**src/rtl/sseg4_bcd_mux_pkg.sv**
```systemverilog
// Shared types and constants for the sseg4 display path: FSM states, clamp limit
// and active-low seven-segment codes ({g,f,e,d,c,b,a}).
package sseg4_pkg;

  typedef enum logic [1:0] {
    e_idle,
    e_req,
    e_wait
  } t_disp_state;

  localparam logic [13:0] BIN_MAX    = 14'd9999;
  localparam logic [6:0]  SSEG_BLANK = 7'h7F;
  localparam logic [6:0]  SSEG_DASH  = 7'h3F;

  localparam logic [6:0] SSEG_0 = 7'h40;
  localparam logic [6:0] SSEG_1 = 7'h79;
  localparam logic [6:0] SSEG_2 = 7'h24;
  localparam logic [6:0] SSEG_3 = 7'h30;
  localparam logic [6:0] SSEG_4 = 7'h19;
  localparam logic [6:0] SSEG_5 = 7'h12;
  localparam logic [6:0] SSEG_6 = 7'h02;
  localparam logic [6:0] SSEG_7 = 7'h78;
  localparam logic [6:0] SSEG_8 = 7'h00;
  localparam logic [6:0] SSEG_9 = 7'h10;

  function automatic logic [13:0] clamp_bin(input logic [13:0] bin);
    return (bin > BIN_MAX) ? BIN_MAX : bin;
  endfunction

endpackage

```
**src/rtl/sseg4_bcd_mux_bcd_to_sseg.sv**
```systemverilog
// Combinational BCD digit to active-low seven-segment decoder with blanking.
// Non-decimal codes render as a dash.
module bcd_to_sseg
  import sseg4_pkg::*;
(
  input  logic [3:0] digit,
  input  logic       blank,
  output logic [6:0] seg
);

  always_comb begin
    seg = SSEG_DASH;
    if (blank) begin
      seg = SSEG_BLANK;
    end else begin
      case (digit)
        4'd0:    seg = SSEG_0;
        4'd1:    seg = SSEG_1;
        4'd2:    seg = SSEG_2;
        4'd3:    seg = SSEG_3;
        4'd4:    seg = SSEG_4;
        4'd5:    seg = SSEG_5;
        4'd6:    seg = SSEG_6;
        4'd7:    seg = SSEG_7;
        4'd8:    seg = SSEG_8;
        4'd9:    seg = SSEG_9;
        default: seg = SSEG_DASH;
      endcase
    end
  end

endmodule

```
**src/rtl/sseg4_bcd_mux.sv**
```systemverilog
// Binary-to-display top: clamps incoming values, drives the bintobcd handshake and
// scans four common-anode digits. Define SSEG4_LZB_EN for leading-zero blanking.
module sseg4_bcd_mux
  import sseg4_pkg::*;
#(
  parameter int REFRESH_BITS = 18
) (
  input  logic        i_clk,
  input  logic        i_rst_n,
  input  logic        i_bin_valid,
  input  logic [13:0] i_bin,
  input  logic [3:0]  i_dp,
  output logic        o_conv_start,
  output logic [13:0] o_conv_bin,
  input  logic        i_conv_ready,
  input  logic        i_conv_done,
  input  logic [3:0]  i_bcd3,
  input  logic [3:0]  i_bcd2,
  input  logic [3:0]  i_bcd1,
  input  logic [3:0]  i_bcd0,
  output logic        o_busy,
  output logic        o_ovf,
  output logic [3:0]  o_an,
  output logic [7:0]  o_sseg
);

  t_disp_state            state;
  logic [13:0]            conv_bin;
  logic                   conv_ovf;
  logic [13:0]            shadow_bin;
  logic                   shadow_ovf;
  logic                   pending;
  logic                   ovf;
  logic [3:0][3:0]        digits;
  logic [REFRESH_BITS-1:0] scan_cnt;
  logic [1:0]             sel;
  logic [13:0]            bin_clamped;
  logic                   bin_ovf;
  logic [3:0]             blank;
  logic [3:0][6:0]        seg_all;
  logic [3:0]             an;
  logic [7:0]             sseg;

  assign bin_ovf      = (i_bin > BIN_MAX);
  assign bin_clamped  = clamp_bin(i_bin);
  assign sel          = scan_cnt[REFRESH_BITS-1 -: 2];

  assign o_conv_start = (state == e_req);
  assign o_conv_bin   = conv_bin;
  assign o_busy       = (state != e_idle) | pending;
  assign o_ovf        = ovf;
  assign o_an         = an;
  assign o_sseg       = sseg;

  // o_conv_bin is only rewritten when leaving e_idle or e_wait, so bintobcd sees a stable operand.
  always_ff @(posedge i_clk or negedge i_rst_n) begin
    if (!i_rst_n) begin
      state      <= e_idle;
      conv_bin   <= '0;
      conv_ovf   <= 1'b0;
      shadow_bin <= '0;
      shadow_ovf <= 1'b0;
      pending    <= 1'b0;
      ovf        <= 1'b0;
      digits     <= '0;
    end else begin
      case (state)
        e_idle: begin
          if (i_bin_valid) begin
            conv_bin <= bin_clamped;
            conv_ovf <= bin_ovf;
            state    <= e_req;
          end
        end
        e_req: begin
          if (i_conv_ready) state <= e_wait;
          if (i_bin_valid) begin
            shadow_bin <= bin_clamped;
            shadow_ovf <= bin_ovf;
            pending    <= 1'b1;
          end
        end
        e_wait: begin
          if (i_conv_done) begin
            digits <= {i_bcd3, i_bcd2, i_bcd1, i_bcd0};
            ovf    <= conv_ovf;
            if (i_bin_valid) begin
              conv_bin <= bin_clamped;
              conv_ovf <= bin_ovf;
              pending  <= 1'b0;
              state    <= e_req;
            end else if (pending) begin
              conv_bin <= shadow_bin;
              conv_ovf <= shadow_ovf;
              pending  <= 1'b0;
              state    <= e_req;
            end else begin
              state <= e_idle;
            end
          end else if (i_bin_valid) begin
            shadow_bin <= bin_clamped;
            shadow_ovf <= bin_ovf;
            pending    <= 1'b1;
          end
        end
        default: state <= e_idle;
      endcase
    end
  end

`ifdef SSEG4_LZB_EN
  assign blank[3] = (digits[3] == 4'd0);
  assign blank[2] = blank[3] & (digits[2] == 4'd0);
  assign blank[1] = blank[2] & (digits[1] == 4'd0);
  assign blank[0] = 1'b0;
`else
  assign blank = 4'b0000;
`endif

  genvar gi;
  generate
    for (gi = 0; gi < 4; gi++) begin : g_dec
      bcd_to_sseg u_dec (
        .digit (digits[gi]),
        .blank (blank[gi]),
        .seg   (seg_all[gi])
      );
    end
  endgenerate

  always_ff @(posedge i_clk or negedge i_rst_n) begin
    if (!i_rst_n) begin
      scan_cnt <= '0;
      an       <= 4'hF;
      sseg     <= 8'hFF;
    end else begin
      scan_cnt <= scan_cnt + 1'b1;
      an       <= ~(4'b0001 << sel);
      sseg     <= {~i_dp[sel], seg_all[sel]};
    end
  end

endmodule

```
**config.mk**
```make
export PLATFORM = sky130hd
export DESIGN_NAME = sseg4_bcd_mux
export DESIGN_NICKNAME = d
export VERILOG_FILES = /design/src/rtl/sseg4_bcd_mux_pkg.sv /design/src/rtl/sseg4_bcd_mux_bcd_to_sseg.sv /design/src/rtl/sseg4_bcd_mux.sv
export SDC_FILE = /design/constraint.sdc
export NUM_CORES = 1
export LEC_CHECK = 0
export ABC_AREA = 1
export CAP_MARGIN = 20
export CORE_MARGIN = 2
export CORE_UTILIZATION = 30
export DETAILED_ROUTE_END_ITERATION = 6
export DONT_BUFFER_PORTS = 1
export PLACE_DENSITY = 0.46
export RECOVER_POWER = 100
export SYNTH_ARGS = -nofsm -noshare
export SYNTH_HDL_FRONTEND = slang
export SYNTH_SLANG_ARGS = --single-unit
```
**constraint.sdc**
```tcl
create_clock -name i_clk -period 3 [get_ports i_clk]
set_clock_uncertainty 0.1 [all_clocks]
set_input_delay 0 -clock i_clk [delete_from_list [all_inputs] [get_ports i_clk]]
set_output_delay 0 -clock i_clk [all_outputs]
set_load 0.05 [all_outputs]
```
==> results of run 1 <==
## registers in the layout, summed over array words and instances (netlist names)
register,cells
o_ovf,1
scan_cnt,18
shadow_ovf,1
conv_ovf,1
shadow_bin,14
o_an,4
o_sseg,8
state,2
digits,16
o_conv_bin,14
pending,1
## routing by layer
metal,track usage,vias to the layer above,share of wire
met5,0,-,0
met3,0.04762,16,0.066
li1,-,1796,-
met1,0.1947,1759,0.46
met2,0.2297,86,0.45
met4,0.05829,0,0.019
## layout make-up
| class | instances | area share |
|---|---|---|
| inverters | 61 | 0.04369 |
| flip-flops and latches | 80 | 0.3848 |
| well taps | 180 | 0.04297 |
| clock inverters | 7 | 0.01361 |
| multi-input cells | 375 | 0.3800 |
| clock buffers | 9 | 0.04297 |
| repair buffers | 50 | 0.09191 |
## critical path, stage by stage
cell	delay, ns
dlygate4sd3_1	0.59
nor2_1	0.11
nand2_1	0.07
nand2_1	0.05
nand2_1	0.06
nand2_1	0.57
nand3_1	0.15
dlygate4sd3_1	0.62
a31oi_1	0.12
dlygate4sd3_1	0.55
## power by group
group          total (mW)  switching [mW]  internal, mW
Sequential           2.24           0.762          1.48
Clock                1.11           0.462         0.646
Combinational        1.74            1.09         0.646
Total                5.08            2.32          2.77
## final timing paths
kind                       cells after the start  slack (ns)         start              to
max                                           10        0.28      i_bin[4]   shadow_bin[6]
min                                            3        0.12   i_conv_done  shadow_bin[11]
max reg2reg                                    7        0.32      state[0]       digits[6]
min reg2reg                                    1        0.38  scan_cnt[15]    scan_cnt[15]
max in group asynchronous                      2        0.93       i_rst_n   o_conv_bin[5]
min in group asynchronous                      2        0.69       i_rst_n    scan_cnt[15]
## stage by stage
| step | hold WS [ns] | cell area (um2) | instances |
|---|---|---|---|
| 2_1_floorplan | -0.3956 | 4314 | 530 |
| 3_3_place_gp | -0.3900 | 4498 | 700 |
| 3_5_place_dp | -0.3897 | 4498 | 700 |
| 4_1_cts | 0.03533 | 5273 | 762 |
| 5_1_grt | 0.1990 | 5241 | 762 |
| 6_report | 0.1227 | 5241 | 762 |
## cells by family (layout without fill, tap and decap cells)
group / count (synthesis) / count (layout) / synth area share
and+or+nand+nor: 251 / 251 / 0.2428
DFF: 80 / 80 / 0.4675
muxes: 4 / 4 / 0.01044
adders and majority gates: 25 / 25 / 0.07251
xor gates and xnor gates: 15 / 15 / 0.03045
buffers and inverters: 75 / 127 / 0.06989
AOI/OAI and AO/OA: 80 / 80 / 0.1064
## placed cells by master, fill, tap and decap left out, types with 5 or more instances in the layout
| cell type | count |
|---|---|
| dfrtp_1 | 68 |
| inv_1 | 56 |
| inv_2 | 5 |
| a21oi_1 | 24 |
| xor2_1 | 11 |
| dfstp_1 | 12 |
| nand2_1 | 143 |
| nand3_1 | 34 |
| or2_2 | 11 |
| nand4_1 | 6 |
| dlygate4sd3_1 | 45 |
| o22ai_1 | 7 |
| ha_1 | 25 |
| a31oi_1 | 5 |
| clkbuf_16 | 9 |
| nor2_1 | 49 |
| o21ai_1 | 5 |
| o21ai_0 | 28 |
## timing repair
item                       CTS  global route
setup endpoints to repair    0             0
hold endpoints to repair   130             0
hold buffers                46             0
==> metrics.sh, run 1 <==
RESULT_OF_THE_RUN='complete, but fails checks'
FAILED_CHECKS='max-capacitance violations, max-slew violations'
SLEW_VIOLATIONS=81
FIN_TNS_SETUP_NS=0
MULTIINPUTGATEAREA_UM2=1992
SYN_AREA_UM2=4314
TOTAL_LEAKAGE_POWER_nW=2.552
WORST_SKEW_PAIR.LATE_LATENCY_NS=0.35
SYNTH-ASYNC-RESET-RATIO=1.000
NETLIST_INSTANCES=530
ANTENNA_FOUND_INITIAL=0
SYNTH_ENABLE_FLOP_CELLS=0
CLOCKROOTBUFFER='clkbuf_16'
CRITPATHMAXFANOUT=23
DIE_Y_UM=123.9
MAX_FREQ_MHz=368.2
FIN_CRIT_NS=2.716
LAYOUT.CORE_UTILIZATION=0.3747
FIN_NETS=641
ANTENNA_VIOLATING_NETS_POST_ROUTE=0
SYNTH_AREA_LEADERS='dfrtp_1, nand2_1, dfstp_2, ha_1, inv_1'
NUMCTSBUFFERS=9
GR-TOTAL-OVERFLOW=0
YOSYS_MOST_USED_DFF='dfrtp_1'
POST_SYNTH_NET_TOTAL=594
FILLER_CELL_COUNT=1470
FIRST_PASS_GRT_WIRE_LENGTH_MM=17.57
PLACEMENT.IO_BUFFERS=0
CTS-RESIZED-GATES=0
TIMING.FINAL.SETUP_VIOLATIONS=0
GRT_USE_TOTAL=0.1491
STARTPOINT_KIND_OF_THE_WORST_SETUP_TIMING_PATH='input pin'
POST-LAYOUT-TOTAL-POWER_mW=5.085
WORSTPATHARRIVAL_NS=2.90
POST_CTS_SETUP_BUFFER_COUNT=0
ROUTE.VIAS.TOTAL=3657
DIE_AREA_UM2=15360
FP.DIEW_UM=123.9
DETAIL_ROUTE.WL_PER_CELL_UM=14.10
TIMING.SETUP.CRITICAL_PATH_CLASS='in2reg'
ROW_COUNT=43
CORE_REGION_AREA_UM2=13990
YOSYSTOPAREACELL='dfrtp_1'
GRT_PASS1_VIAS=3517
FINAL.PERIOD_UTILIZATION=0.9053
CLKTRANSATPATHREGS_NS=0.06
AVGSYNTHCELLAREA_UM2=8.140
DP_HPWL_MM=7.362
P_PER_AREA_nW_PER_UM2=970.1
GP_CONGESTION=0.9053
SLEW_HEADROOM=-0.3397
FIRST_ITER_VIOLATIONS=190
YOSYS.CELL_COUNT.TOP_TYPE='nand2_1'
BOUNDARYPINS=68
YOSYS.AREA.TOP_TYPE_SHARE=0.3944
SYNTH_COMMONEST_CELLS='nand2_1, dfrtp_1, inv_1, nor2_1, nand3_1'
YOSYSWARNINGS=0
GRT_MAX_DEGREE=81
DRT-VIAS-PER-INSTANCE=4.799
CP.REQUIRED_NS=3.18
YS_TYPES=36
PLACEMENT.SETUP.WORST_SLACK_NS=0.6745
REPORT.FINAL.HOLD_VIOL_COUNT=0
DR.PASS1.ITERS=4
DRIVE_ABOVE_1_SHARE=0.06873
AREA.SEQUENTIAL_UM2=2017
HTREEDEPTH=3
CTS_BUFFER_DEPTH=2
TIGHTESTPINTRANSITION_NS=2.010
MAX_CAP_VIOL_COUNT=1
ANTENNA_CELLS=0
CRITPATHCAPTURETYPE='flip-flop'
AREA_GROWTH_PCT=21.49
YS_SEQ_ELEMENTS=80
DRC_ERRORS=0
SYNTH-SEQ-AREA-SHARE=0.4675
INITIAL_CORE_UTIL=0.3084
PEAKVDDDROP_V=0.0005308
FIN_WS_NS=0.2842
WL_MM=10.75
NUMCLOCKSINKS=80
CTS_TREE='done'
UNREPAIRED_SETUP_ENDPOINTS_AFTER_GLOBAL_ROUTING='false'
HP-CLASS='in2reg'
(Power assumes the default switching activity.)
==> inputs of run 2 (changes only) <==
ABC_AREA = default   (was 1)
CORE_MARGIN = default   (was 2)
==> run 2 against run 1 <==
  * The run still ends with max-capacitance violations, max-slew violations left
  * Sequential share of layout area up 1.3 points
  * Cell area down 3.2%
  * Global-route usage down 1.2 points
  * Total power down 0.62%
  * Register-to-register slack worse by 0.11 ns
==> metrics.sh, run 2 <==
GR-TOTAL-OVERFLOW=0  # unchanged
YOSYS_MOST_USED_DFF='dfrtp_1'  # unchanged
PEAKVDDDROP_V=0.0003370  # was 0.0005308 V
DIE_Y_UM=119.7  # was 123.9 um
REG.LARGEST.LIST='scan_cnt: 18 flops, digits: 16 flops'  # unchanged
WORSTSETUPENDPOINT='state[1]'  # was shadow_bin[6]
DETAIL_ROUTE.WL_PER_CELL_UM=14.74  # was 14.10 um
FIN_CRIT_NS=2.786  # was 2.716 ns
FAILED_CHECKS='max-capacitance violations, max-slew violations'  # unchanged
YOSYS.AREA.TOP_TYPE_SHARE=0.4094  # was 0.3944
REG2REG_SETUP_SLACK_NS=0.21  # was 0.32 ns
GRT_USE_TOTAL=0.1374  # was 0.1491
SYNTH_COMMONEST_CELLS='dfrtp_1, nand2_1, o21ai_0, ha_1, inv_1'  # was nand2_1, dfrtp_1, inv_1, nor2_1, nand3_1
YOSYSTOPAREACELL='dfrtp_1'  # unchanged
SYNTH-SEQ-AREA-SHARE=0.4852  # was 0.4675
UNREPAIRED_SETUP_ENDPOINTS_AFTER_GLOBAL_ROUTING='false'  # unchanged
NUMCLOCKSINKS=80  # unchanged
INITIAL_CORE_UTIL=0.3102  # was 0.3084
AREA_GROWTH_PCT=22.00  # was 21.49%
FIRST_ITER_VIOLATIONS=109  # was 190
SYNTH-ASYNC-RESET-RATIO=1.000  # unchanged
YOSYS.CELL_COUNT.TOP_TYPE='dfrtp_1'  # was nand2_1
ROW_COUNT=42  # was 43
REGISTERS.TOP_BY_FF_COUNT='scan_cnt'  # unchanged
DR.PASS1.ITERS=4  # unchanged
YS_SEQ_ELEMENTS=80  # unchanged
CTS_TREE='done'  # unchanged
SYNTH_ENABLE_FLOP_CELLS=0  # unchanged
HP-CLASS='in2reg'  # unchanged
REPORT.FINAL.HOLD_VIOL_COUNT=0  # unchanged
YS_TYPES=43  # was 36
TIMING.FINAL.SETUP_VIOLATIONS=0  # unchanged
WORST_SKEW_PAIR.LATE_LATENCY_NS=0.34  # was 0.35 ns
DIE_AREA_UM2=14330  # was 15,360 um2
TOTAL_LEAKAGE_POWER_nW=2.237  # was 2.552 nW
FIN_NETS=511  # was 641
SLEW_VIOLATIONS=81  # unchanged
CLOCKROOTBUFFER='clkbuf_16'  # unchanged
TOP_LIBRARY_CELLS_BY_USAGE_IN_THE_LAYOUT_FILL_AND_TAPS_ASIDE='dfrtp_1, nand2_1, o21ai_0'  # was nand2_1, dfrtp_1, inv_1
WORSTPATHARRIVAL_NS=2.95  # was 2.90 ns
RR_WORST_DEPTH=8  # was 7
STARTPOINT_KIND_OF_THE_WORST_SETUP_TIMING_PATH='flip-flop'  # was input pin
MAX_FREQ_MHz=358.9  # was 368.2 MHz
WL_MM=9.273  # was 10.75 mm
FP.DIEW_UM=119.7  # was 123.9 um
AVGSYNTHCELLAREA_UM2=10.24  # was 8.140 um2
SYN_AREA_UM2=4156  # was 4314 um2
SYNTH_AREA_LEADERS='dfrtp_1, dfstp_2, ha_1, mux2_2, o21ai_0'  # was dfrtp_1, nand2_1, dfstp_2, ha_1, inv_1
DRIVE_ABOVE_1_SHARE=0.1106  # was 0.06873
SETUP.WORST_PATH.START='state[0]'  # was i_bin[4]
BOUNDARYPINS=68  # unchanged
FIN_TNS_SETUP_NS=0  # unchanged
TIGHTESTPINTRANSITION_NS=2.044  # was 2.010 ns
P_PER_AREA_nW_PER_UM2=996.4  # was 970.1 nW/um2
ANTENNA_VIOLATING_NETS_POST_ROUTE=0  # unchanged
LARGEST_REGISTER_FFS=18  # unchanged
GRT_PASS1_VIAS=2936  # was 3,517
NETLIST_INSTANCES=406  # was 530
CLKTRANSATPATHREGS_NS=0.06  # about the same
CP.REQUIRED_NS=3.17  # was 3.18 ns
GRT_MAX_DEGREE=81  # unchanged
POST-LAYOUT-TOTAL-POWER_mW=5.053  # was 5.085 mW
CORE_REGION_AREA_UM2=13400  # was 13,990 um2
POST_SYNTH_NET_TOTAL=470  # was 594
REGTOREGENDPOINT='state[1]'  # was digits[6]
ANTENNA_FOUND_INITIAL=1  # was 0
TIMING.SETUP.CRITICAL_PATH_CLASS='reg2reg'  # was in2reg
NUMCTSBUFFERS=9  # unchanged
LAYOUT_COMMONEST_CELL='dfrtp_1'  # was nand2_1
DRT-VIAS-PER-INSTANCE=4.711  # was 4.799
CTS_BUFFER_DEPTH=2  # unchanged
FIRST_PASS_GRT_WIRE_LENGTH_MM=15.32  # was 17.57 mm
DP_HPWL_MM=6.270  # was 7.362 mm
GP_CONGESTION=0.7775  # was 0.9053
PLACEMENT.IO_BUFFERS=0  # unchanged
CRITPATHMAXFANOUT=8  # was 23
R2R-START='state[0]'  # unchanged
DRC_ERRORS=0  # unchanged
RESULT_OF_THE_RUN='complete, but fails checks'  # unchanged
CRITPATHCAPTURETYPE='flip-flop'  # unchanged
HTREEDEPTH=3  # unchanged
YOSYSWARNINGS=0  # unchanged
SLEW_HEADROOM=-0.3627  # was -0.3397
FINAL.PERIOD_UTILIZATION=0.9288  # was 0.9053
ROUTE.VIAS.TOTAL=2963  # was 3,657
MAX_CAP_VIOL_COUNT=1  # unchanged
## run 2: changes by cell type after synthesis, sizes merged, moves of 6 or more
cell	before	now
o22ai	7	0
o31ai	0	7
mux2	4	25
o21ai	35	48
nor2b	0	6
nor3	3	10
or2	12	1
nand3	34	9
inv	60	24
nand2	143	59
nand2b	0	8
nor2	49	21
a21oi	24	14
## run 2: layout make-up
cell class	instances	area [um2]
Tap cell	176	220.2
Clock buffer	11	252.7
Inverter	24	90.09
Fill cell	1351	8329
Timing Repair Buffer	48	470.5
Sequential cell	80	2017
Antenna cell	1	2.502
Multi-Input combinational cell	284	1916
Clock inverter	5	102.6
## run 2: power by group
part	internal [mW]	switching (mW)
registers	1.48	0.851
logic	0.689	0.748
clock network	0.857	0.433
total	3.02	2.03
## run 2: metrics by stage
step | util | hold slack (ns) | setup WS, ns | cells | instance area [um2]
2_1_floorplan | - | -0.3956 | 1.083 | 406 | 4156
3_3_place_gp | 0.3197 | -0.3917 | 0.5157 | 566 | 4284
3_5_place_dp | 0.3197 | -0.3913 | 0.4841 | 566 | 4284
4_1_cts | 0.3819 | 0.02025 | 0.2469 | 628 | 5117
5_1_grt | 0.3784 | 0.02807 | 0.05055 | 629 | 5071
6_report | 0.3784 | 0.02901 | 0.2135 | 629 | 5071
## run 2: critical path, cell delays in order (launching register included)
cell and delay, ns:
dfrtp_1 0.39, inv_1 0.08, ha_1 0.31, and2b_1 0.23
a21oi_1 0.23, a21oi_1 0.11, dlygate4sd3_1 0.57, a21oi_1 0.12
dlygate4sd3_1 0.57
## run 2: what timing repair did
item / CTS / global route
setup endpoints to repair: 0 / 0
buffers inserted: 0 / 0
hold buffers: 46 / 0
gates resized for setup: 0 / 0
hold endpoints to repair: 130 / 0
## run 2: layer usage
layer | global-route usage | part of all wire | vias to the layer above
li1 | - | - | 1477
met1 | 0.1795 | 0.48 | 1421
met2 | 0.2048 | 0.45 | 53
met3 | 0.04610 | 0.056 | 12
met4 | 0.06172 | 0.019 | 0
met5 | 0 | 0 | -
## run 2: how the worst min path moves through the flow
stage	startpoint	to	slack [ns]	cells after the start
after floorplan	i_rst_n	conv_ovf	-0.40	0
after global placement	i_rst_n	digits[2]	-0.39	0
after detailed placement	i_rst_n	scan_cnt[17]	-0.39	0
after CTS	i_bin[4]	shadow_ovf	0.02	3
after global routing	i_bin[4]	shadow_ovf	0.03	3
final	i_bin[4]	shadow_ovf	0.03	3
## run 2: cells by family (layout without fill, tap and decap cells)
kind of cell / after synthesis / count (layout) / share of synthesized area
flip-flops: 80 / 80 / 0.4852
XOR/XNOR: 16 / 16 / 0.03372
AND/OR/NAND/NOR: 129 / 129 / 0.1496
adder cells (fa/ha/maj): 25 / 25 / 0.07526
buffers and inverters: 42 / 88 / 0.04846
AO/OA/AOI/OAI: 82 / 82 / 0.1123
other: 0 / 1 / 0
multiplexers: 32 / 32 / 0.09542
==> inputs of run 3 (changes only) <==
ABC_AREA = 1   (was default)
CORE_UTILIZATION = 60   (was 30)
PLACE_DENSITY = 0.78   (was 0.46)
==> run 3 against run 2 <==
  * The run still ends with max-capacitance violations, max-slew violations left
  * Flip-flop and latch count unchanged
  * Cell area unchanged
  * Die area down 47%
  * Final cell count up 7.6%
  * Critical path depth up 2
  * Setup slack better by 0.064 ns
  * Combinational power up 18%
  * Sequential share of layout area unchanged
  * Total power down 3.5%
  * First-iteration DRC count up 50%
==> metrics.sh, run 3 (synthesis results as in run 1) <==
SLEW_VIOLATIONS=81  # unchanged
SLEW_HEADROOM=-0.2684  # was -0.3627
TIGHTESTPINTRANSITION_NS=1.903  # was 2.044 ns
DRIVE_ABOVE_1_SHARE=0.06368  # was 0.1106
ANTENNA_FOUND_INITIAL=0  # was 1
FINAL_NON_FILLER_CELL_TOTAL=677  # was 629
CLKTRANSATPATHREGS_NS=0.08  # was 0.06 ns
GRT_MAX_DEGREE=81  # unchanged
ROW_COUNT=30  # was 42
PLACEDCELLCOUNT=616  # was 566
MAX_FREQ_MHz=367.3  # was 358.9 MHz
CTS_BUFFER_DEPTH=2  # unchanged
WL_MM=9.754  # was 9.273 mm
HTREEDEPTH=3  # unchanged
HP-CLASS='in2reg'  # unchanged
REGISTERS.TOP_BY_FF_COUNT='scan_cnt'  # unchanged
TIMING.FINAL.SETUP_VIOLATIONS=0  # unchanged
FINAL.PERIOD_UTILIZATION=0.9076  # was 0.9288
INITIAL_CORE_UTIL=0.6281  # was 0.3102
NUMCTSBUFFERS=9  # unchanged
DRC_ERRORS=0  # unchanged
DIE_AREA_UM2=7533  # was 14,330 um2
FIN_NETS=641  # was 511
CLOCKROOTBUFFER='clkbuf_8'  # was clkbuf_16
POST_CTS_SETUP_BUFFER_COUNT=0  # unchanged
GR-TOTAL-OVERFLOW=0  # unchanged
ROUTE.VIAS.TOTAL=3687  # was 2,963
CP.REQUIRED_NS=3.13  # was 3.17 ns
FINAL_DESIGN_AREA_NO_FILL_UM2=5071  # unchanged
PLACEMENT.IO_BUFFERS=0  # unchanged
POST-LAYOUT-TOTAL-POWER_mW=4.878  # was 5.053 mW
CLKPWRFRAC=0.193  # was 0.255
REPORT.FINAL.HOLD_VIOL_COUNT=0  # unchanged
GRT_USE_TOTAL=0.2826  # was 0.1374
MAX_CAP_VIOL_COUNT=1  # unchanged
TIMING.SETUP.CRITICAL_PATH_CLASS='in2reg'  # was reg2reg
FP.DIEW_UM=86.80  # was 119.7 um
DRT-VIAS-PER-INSTANCE=5.446  # was 4.711
CRITPATHMAXFANOUT=23  # was 8
POWER_FRAC_COMB=0.349  # was 0.284
DETAIL_ROUTE.WL_PER_CELL_UM=14.41  # was 14.74 um
NETSWITCHINGPOWER_mW=2.228  # was 2.032 mW
CRITPATHCAPTURETYPE='flip-flop'  # unchanged
WORST_SKEW_PAIR.LATE_LATENCY_NS=0.35  # was 0.34 ns
WORSTPATHARRIVAL_NS=2.86  # was 2.95 ns
NUMCLOCKSINKS=80  # unchanged
REG.LARGEST.LIST='scan_cnt: 18 flops, digits: 16 flops'  # unchanged
INTERNAL-POWER_mW=2.650  # was 3.021 mW
LAYOUT_COMMONEST_CELL='nand2_1'  # was dfrtp_1
TOP_LIBRARY_CELLS_BY_USAGE_IN_THE_LAYOUT_FILL_AND_TAPS_ASIDE='nand2_1, dfrtp_1, inv_1'  # was dfrtp_1, nand2_1, o21ai_0
LAYOUT.CORE_UTILIZATION=0.7383  # was 0.3784
GRT_PASS1_VIAS=3643  # was 2,936
CORE_REGION_AREA_UM2=6869  # was 13,400 um2
BOUNDARYPINS=68  # unchanged
CTS_TREE='done'  # unchanged
SEQPWRFRAC=0.457  # was 0.461
DP_HPWL_MM=6.536  # was 6.270 mm
FIN_CRIT_NS=2.723  # was 2.786 ns
DR.PASS1.ITERS=5  # was 4
RESULT_OF_THE_RUN='complete, but fails checks'  # unchanged
FILLER_CELL_COUNT=532  # was 1,351
ANTENNA_CELLS=0  # was 1
GP_CONGESTION=0.8908  # was 0.7775
PLACEDINSTANCEAREA_UM2=4393  # was 4284 um2
FIRST_ITER_VIOLATIONS=163  # was 109
SWSHARE=0.4568  # was 0.4021
UNREPAIRED_SETUP_ENDPOINTS_AFTER_GLOBAL_ROUTING='false'  # unchanged
DIE_Y_UM=86.80  # was 119.7 um
ANTENNA_VIOLATING_NETS_POST_ROUTE=0  # unchanged
AREA_GROWTH_PCT=17.55  # was 22.00%
FAILED_CHECKS='max-capacitance violations, max-slew violations'  # unchanged
LARGEST_REGISTER_FFS=18  # unchanged
FIN_TNS_SETUP_NS=0  # unchanged
P_PER_AREA_nW_PER_UM2=961.8  # was 996.4 nW/um2
FIRST_PASS_GRT_WIRE_LENGTH_MM=16.36  # was 15.32 mm
PEAKVDDDROP_V=0.0008567  # was 0.0003370 V
TOTAL_LEAKAGE_POWER_nW=2.511  # was 2.237 nW
STARTPOINT_KIND_OF_THE_WORST_SETUP_TIMING_PATH='input pin'  # was flip-flop
-- run 3: changes by cell type in the layout (fill, tap and decap cells not counted), moves of 10 or more --
cell and delta:
mux2_2 -21, or2_2 +10, nor2_1 +28, nand3_1 +25
inv_1 +33, o21ai_0 -18, nand2_1 +85
-- run 3: layout make-up --
class	instances	area, um2	share of cell area
clock buffers	10	127.6	0.02517
clock inverters	5	106.4	0.02097
inverters	61	229.0	0.04515
multi-input cells	375	1996	0.3935
flip-flops and latches	80	2017	0.3977
well taps	96	120.1	0.02369
repair buffers	50	475.5	0.09376
-- run 3: through the flow --
stage	worst slack (ns)	hold WS (ns)
final	0.2772	0.1133
after CTS	0.3872	0.02620
after floorplan	1.105	-0.3956
after detailed placement	0.5002	-0.3930
after global routing	0.04199	0.1384
after global placement	0.6237	-0.3932
-- run 3: what timing repair did --
| action | CTS | global route |
|---|---|---|
| endpoints found under the hold margin | 130 | 0 |
| resized for setup | 0 | 0 |
| hold buffers | 46 | 0 |
-- run 3: metal layers --
layer,up-vias,GRT usage,part of all wire
li1,1796,-,-
met1,1737,0.3452,0.43
met2,130,0.4724,0.49
met3,24,0.06476,0.053
met4,0,0.1364,0.029
met5,-,0,0
-- run 3: path summary, 6_finish.rpt --
kind	depth (start not counted)	from	to	slack (ns)
max	10	i_bin[10]	shadow_bin[5]	0.28
min in group asynchronous	2	i_rst_n	shadow_bin[8]	0.67
max reg2reg	10	state[0]	o_conv_bin[6]	0.29
min	3	i_conv_done	shadow_bin[11]	0.11
max in group asynchronous	2	i_rst_n	o_ovf	1.02
min reg2reg	1	scan_cnt[15]	scan_cnt[15]	0.38
-- run 3: critical path: stages --
cell and delay, ns:
dlygate4sd3_1 0.55, inv_1 0.06, nor2_1 0.18, nand2_1 0.07
nand2_1 0.08, nand2_1 0.43, nand3_1 0.23, dlygate4sd3_1 0.60
a31oi_1 0.08, dlygate4sd3_1 0.57
-- run 3: power by group through the flow --
stage | clock network, mW | registers, mW | logic [mW]
6_report | 0.943 | 2.23 | 1.70
3_5_place_dp | 0 | 2.26 | 1.57
4_1_cts | 0.963 | 2.25 | 1.71
5_1_grt | 1.01 | 2.28 | 1.96
3_3_place_gp | 0 | 2.26 | 1.50
2_1_floorplan | 0 | 2.18 | 1.30
